===== config.mk =====
export PLATFORM = sky130hd
export DESIGN_NAME = rosc_line_bank
export DESIGN_NICKNAME = d
export VERILOG_FILES = /design/src/rtl/rosc_line_bank.sv
export SDC_FILE = /design/constraint.sdc
export NUM_CORES = 2
export LEC_CHECK = 0
export BUFFER_PORTS_ARGS = -buffer_cell sky130_fd_sc_hd__buf_2
export CAP_MARGIN = 20
export CORE_ASPECT_RATIO = 1.1
export CORE_MARGIN = 2
export CORE_UTILIZATION = 40
export DETAILED_ROUTE_END_ITERATION = 10
export SLEW_MARGIN = 10
export SYNTH_ARGS = -nofsm -noshare
export SYNTH_HDL_FRONTEND = slang
export SYNTH_SLANG_ARGS = --single-unit

===== constraint.sdc =====
create_clock -name clk -period 12.2 [get_ports clk]
set_input_delay 1.83 -clock clk [delete_from_list [all_inputs] [get_ports clk]]
set_output_delay 1.83 -clock clk [all_outputs]
set_load 0.03 [all_outputs]

===== src/rtl/rosc_line_bank.sv =====
// Bank of independent noise-dithered Bresenham line channels with a two-state
// configuration port that reprograms one channel at a time.
module rosc_line_bank #(
    parameter int NCH = 4,
    parameter int DW  = 16,
    parameter int NW  = 4,
    localparam int CW = (NCH > 1) ? $clog2(NCH) : 1
) (
    input  logic              clk,
    input  logic              rst,
    input  logic              enb,
    input  logic              cfg_valid,
    output logic              cfg_ready,
    input  logic [CW-1:0]     cfg_ch,
    input  logic [DW-1:0]     cfg_deltax,
    input  logic [DW-1:0]     cfg_deltay,
    input  logic              cfg_mode,
    input  logic [NCH*NW-1:0] noise,
    output logic [NCH-1:0]    out,
    output logic [NCH-1:0]    ev
);

    // Accumulator is wide enough for dx + dy + noise headroom; it wraps in two's complement.
    localparam int AW = DW + NW + 3;

    typedef enum logic {
        ST_IDLE,
        ST_APPLY
    } cfg_state_t;

    cfg_state_t state_reg, state_next;

    logic          capture_en;
    logic          apply_active;
    logic [CW-1:0] cap_ch_reg;
    logic [DW-1:0] cap_dx_reg;
    logic [DW-1:0] cap_dy_reg;
    logic          cap_mode_reg;

    always_ff @(posedge clk or posedge rst) begin
        if (rst) begin
            state_reg <= ST_IDLE;
        end else begin
            state_reg <= state_next;
        end
    end

    always_comb begin
        state_next   = state_reg;
        cfg_ready    = 1'b0;
        capture_en   = 1'b0;
        apply_active = 1'b0;
        case (state_reg)
            ST_IDLE: begin
                cfg_ready = 1'b1;
                if (cfg_valid) begin
                    capture_en = 1'b1;
                    state_next = ST_APPLY;
                end
            end
            ST_APPLY: begin
                apply_active = 1'b1;
                state_next   = ST_IDLE;
            end
            default: begin
                state_next = ST_IDLE;
            end
        endcase
    end

    always_ff @(posedge clk or posedge rst) begin
        if (rst) begin
            cap_ch_reg   <= '0;
            cap_dx_reg   <= '0;
            cap_dy_reg   <= '0;
            cap_mode_reg <= 1'b0;
        end else if (capture_en) begin
            cap_ch_reg   <= cfg_ch;
            cap_dx_reg   <= cfg_deltax;
            cap_dy_reg   <= cfg_deltay;
            cap_mode_reg <= cfg_mode;
        end
    end

    generate
        for (genvar gi = 0; gi < NCH; gi++) begin : g_ch
            logic [DW-1:0]        dx_reg;
            logic [DW-1:0]        dy_reg;
            logic                 mode_reg;
            logic signed [AW-1:0] err_reg;
            logic signed [AW-1:0] err_next;
            logic                 out_reg;
            logic                 out_next;
            logic                 ev_reg;
            logic                 ev_next;
            logic signed [AW-1:0] dx_e;
            logic signed [AW-1:0] dy_e;
            logic signed [AW-1:0] nz_e;
            logic                 steep;
            logic                 idle;
            logic                 event_hit;
            logic                 hit;

            // Out-of-range channel indices never match any gi, so such writes vanish.
            assign hit = apply_active && (cap_ch_reg == CW'(gi));

            always_comb begin
                dx_e      = $signed({{(AW-DW){1'b0}}, dx_reg});
                dy_e      = $signed({{(AW-DW){1'b0}}, dy_reg});
                nz_e      = $signed({{(AW-NW){1'b0}}, noise[gi*NW +: NW]});
                steep     = (dy_reg > dx_reg);
                idle      = (dx_reg == '0) && (dy_reg == '0);
                event_hit = 1'b0;
                err_next  = err_reg;
                out_next  = mode_reg ? 1'b0 : out_reg;
                ev_next   = 1'b0;
                if (idle) begin
                    err_next = '0;
                    out_next = 1'b0;
                end else if (enb) begin
                    if (steep) begin
                        if (err_reg < dx_e) begin
                            err_next  = err_reg + dy_e - dx_e + nz_e;
                            event_hit = 1'b1;
                        end else begin
                            err_next = err_reg + dy_e - dx_e - dx_e + nz_e;
                        end
                    end else begin
                        if (err_reg < dy_e) begin
                            err_next  = err_reg + dx_e - dy_e + nz_e;
                            event_hit = 1'b1;
                        end else begin
                            err_next = err_reg + nz_e - dy_e;
                        end
                    end
                    if (event_hit) begin
                        out_next = mode_reg ? 1'b1 : ~out_reg;
                        ev_next  = 1'b1;
                    end
                end
            end

            always_ff @(posedge clk or posedge rst) begin
                if (rst) begin
                    dx_reg   <= '0;
                    dy_reg   <= '0;
                    mode_reg <= 1'b0;
                    err_reg  <= '0;
                    out_reg  <= 1'b0;
                    ev_reg   <= 1'b0;
                end else if (hit) begin
                    dx_reg   <= cap_dx_reg;
                    dy_reg   <= cap_dy_reg;
                    mode_reg <= cap_mode_reg;
                    err_reg  <= '0;
                    out_reg  <= 1'b0;
                    ev_reg   <= 1'b0;
                end else begin
                    err_reg <= err_next;
                    out_reg <= out_next;
                    ev_reg  <= ev_next;
                end
            end

            assign out[gi] = out_reg;
            assign ev[gi]  = ev_reg;
        end
    endgenerate

endmodule


==> flow_summary.yaml <==
drt:
  first_pass_iters: 5
  top_layer: "met5"
  routed_via_density: 5.56
  totalWireLength_microns: 130000
  met2WireLength_microns: 62000
  postRouteAntennaNets: 0
  post_drt_wl_per_cell_microns: 20.3
  met1Wirelength_microns: 58100
  drc: 0
  num_vias: 35600
  wl_met3_microns: 6390
  drtIter0Drc: 2251
critical_path:
  cp.buffers_inverters: 3
  slowest_delay_ns: 0.76
  arrival_ns: 6.81
  critical_path_class: "input port to flip-flop"
  path_delay_family: "compound AO/OA/AOI/OAI gates"
  reg2reg_to: "g_ch[0].err_reg[22]$_DFFE_PP0P_"
  timing.rr.start: "g_ch[0].dy_reg[1]$_DFFE_PP0P_"
  crit_path_end_kind: "flip-flop"
  cp-start-kind: "input port"
  cp_cell_sequence: "buf_2 -> inv_1 -> fa_1 -> inv_1 -> fa_1 -> ha_1 -> fa_1 -> a211o_1 -> a21oi_1 -> o21ai_0 -> a211oi_1 -> o21ai_0 -> a2111oi_0 -> nor2_1 -> xor2_1 -> o21ai_0 -> a21oi_1 -> a221oi_1"
  worstPathMaxFanout: 3
  worstPathRequired_ns: 12.65
  rr_worst_depth: 21
  cp_slowest_cell: "a2111oi_0"
  ff2ff_setup_slack_ns: 5.90
timing:
  rsz0062_at_grt: "no"
  min_period_over_period_pct: 52.1
  max_freq_ghz: 0.157
  setup-tns-final_ns: 0
  slew_headroom_pct: 26.4
  maxSlewViolCount: 0
  final_hold_viol_count: 0
  period_minus_slack_ns: 6.35
  clock_skew_ns: 0.0179
  setup_viol: 0
  tightest_slew_ns: 1.10
logic_synthesis:
  yosysTopAreaCellShare_pct: 19.9
  synth_seq_cells: 268
  synth_top_cell_by_area: "ha_1"
  synth_fp_nets: 5914
  yosysSeqAreaShare_pct: 16.0
  ys_top_cells_by_area: "ha_1 (20%), dfrtp_1 (16%), fa_1 (10%), inv_1 (6.2%), xnor2_1 (5.4%)"
  synth.most_common_cell: "inv_1"
  synth_cells: 4973
  ys_top_cells_by_count: "inv_1 (697), ha_1 (670), nand2_1 (326)"
  avgSynthCellArea_sq_um: 8.45
  netlist_area_sq_um: 42000
  synthFlopType: "dfrtp_1"
  synth_edf_count: 0
  ys_warn_count: 0
  synthArstFlopShare_pct: 100
  synth_cell_types: 102
floorplan:
  coreArea_sq_um: 104000
  io-pin-count: 64
  rows: 124
  die_h_microns: 344
  dieArea_sq_um: 108000
  die_w_microns: 313
  start_util_pct: 40.4
global_routing:
  grt_overflow_total: 0
  antenna_found_initial: 11
  grt_pass1_wl_microns: 206000
  grt_max_degree: 96
  grt_pass1_vias: 35800
  grtUsageTotal_pct: 24.2
layout:
  largest_register_ffs: 92
  finalNetCount: 5936
  fillers: 10400
  areaGrowthSynthToFinish_pct: 7.58
  drive_gt1_share_pct: 7.23
clock_tree:
  clk_pin_slew_ns: 0.06
  cts_tree: "done"
  cts_buffers: 38
  root_buffer: "clkbuf_16"
  clock_sinks: 268
  postCtsSetupRepairBufs: 0
  cts_resized: 0
  cts.path.max_buffers: 3
  clkLatencyLatePin_ns: 0.57
  holdBufCountCts: 0
  h-tree-depth: 2
worst_hold_path:
  hold_start: "g_ch[3].err_reg[22]$_DFFE_PP0P_"
  hold-path-endpoint: "g_ch[3].err_reg[22]$_DFFE_PP0P_"
  hold_depth: 2
  hp-class: "flip-flop to flip-flop"
status:
  status: "finished clean"
placement:
  dp_hpwl_microns: 106000
  portBuffers: 63
  gp_congestion: 0.942
flow_run:
  maxCapViolCount: 0
[kinds of logic (layout without fill, tap and decap cells)]
group,count (synthesis),after routing,synth area share [%]
compound gates,1256,1256,19.6
simple gates,1163,1163,13.5
fa+ha+maj,886,886,30.2
buf+inv,807,853,7.28
xor+xnor,372,372,7.78
flops,268,268,16.0
mux,221,221,5.67
other cells,0,4,0
[layout make-up]
type                    instances  area, sq um  share of cell area [%]
multi-input cells            3898        32400                    71.7
clock buffers                  43         1010                    2.24
clock inverters                21          179                   0.396
diodes                          4         10.0                  0.0221
repair buffers                 91          548                    1.21
flip-flops and latches        268         6710                    14.8
inverters                     698         2630                    5.81
well taps                    1386         1730                    3.83
[layer usage]
metal,GRT usage (%),up-vias
met3,3.07,170
met4,6.33,8
met2,42.1,734
met5,0,-
li1,-,17500
met1,31.7,17300
[worst reg2reg max path, cell delays in order (launching register included)]
cell	delay [ns]
dfrtp_1	0.49
inv_1	0.14
fa_1	0.54
inv_1	0.07
ha_1	0.29
a211oi_1	0.57
o21ai_2	0.21
and2_1	0.21
o311ai_0	0.54
inv_1	0.19
ha_1	0.23
ha_1	0.34
o211a_1	0.26
o21ai_0	0.21
nor3_1	0.07
nor3_1	0.50
nor3_1	0.14
nor4_1	0.59
or2_2	0.22
o211ai_1	0.09
a32oi_1	0.20
o21ai_1	0.08
[worst max-delay path by stage]
stage	depth (start not counted)	from	slack, ns	end
5_1_grt	21	g_ch[0].dx_reg[6]$_DFFE_PP0P_	5.23	g_ch[0].err_reg[22]$_DFFE_PP0P_
4_1_cts	21	g_ch[0].dy_reg[1]$_DFFE_PP0P_	5.91	g_ch[0].err_reg[22]$_DFFE_PP0P_
6_report	18	noise[13]	5.85	g_ch[3].err_reg[19]$_DFFE_PP0P_
3_5_place_dp	18	noise[13]	5.36	g_ch[3].err_reg[19]$_DFFE_PP0P_
2_1_floorplan	1	rst	2.99	cap_ch_reg[0]$_DFFE_PP0P_
3_3_place_gp	18	noise[13]	5.37	g_ch[3].err_reg[19]$_DFFE_PP0P_
[placed cells by master (no fill, tap or decap), drive strengths merged, types with 48 or more instances in the layout]
cell type / instances
a211oi: 67
a21o: 130
a21oi: 310
a31oi: 52
buf: 91
dfrtp: 268
fa: 216
ha: 670
inv: 705
mux2: 137
mux2i: 84
nand2: 326
nand2b: 48
nand3: 82
nand4: 63
nor2: 324
nor2b: 52
nor3: 80
o211ai: 64
o21a: 60
o21ai: 273
o21bai: 52
xnor2: 260
xor2: 111
[metrics by stage]
step | cells | hold WS (ns) | utilization, % | instance area, sq um | setup slack (ns)
detailed placement | 6340 | 0.481 | 42.3 | 44000 | 5.36
finish | 6409 | 0.500 | 43.4 | 45200 | 5.85
CTS | 6404 | 0.500 | 43.4 | 45200 | 5.91
global placement | 6340 | 0.466 | 42.3 | 44000 | 5.37
global route | 6405 | 0.537 | 43.4 | 45200 | 5.23
floorplan | 4973 | 0.449 | - | 42000 | 2.99
Power is not shown: default switching activity piles up to over one toggle a cycle in this logic, so the estimate is an artifact.
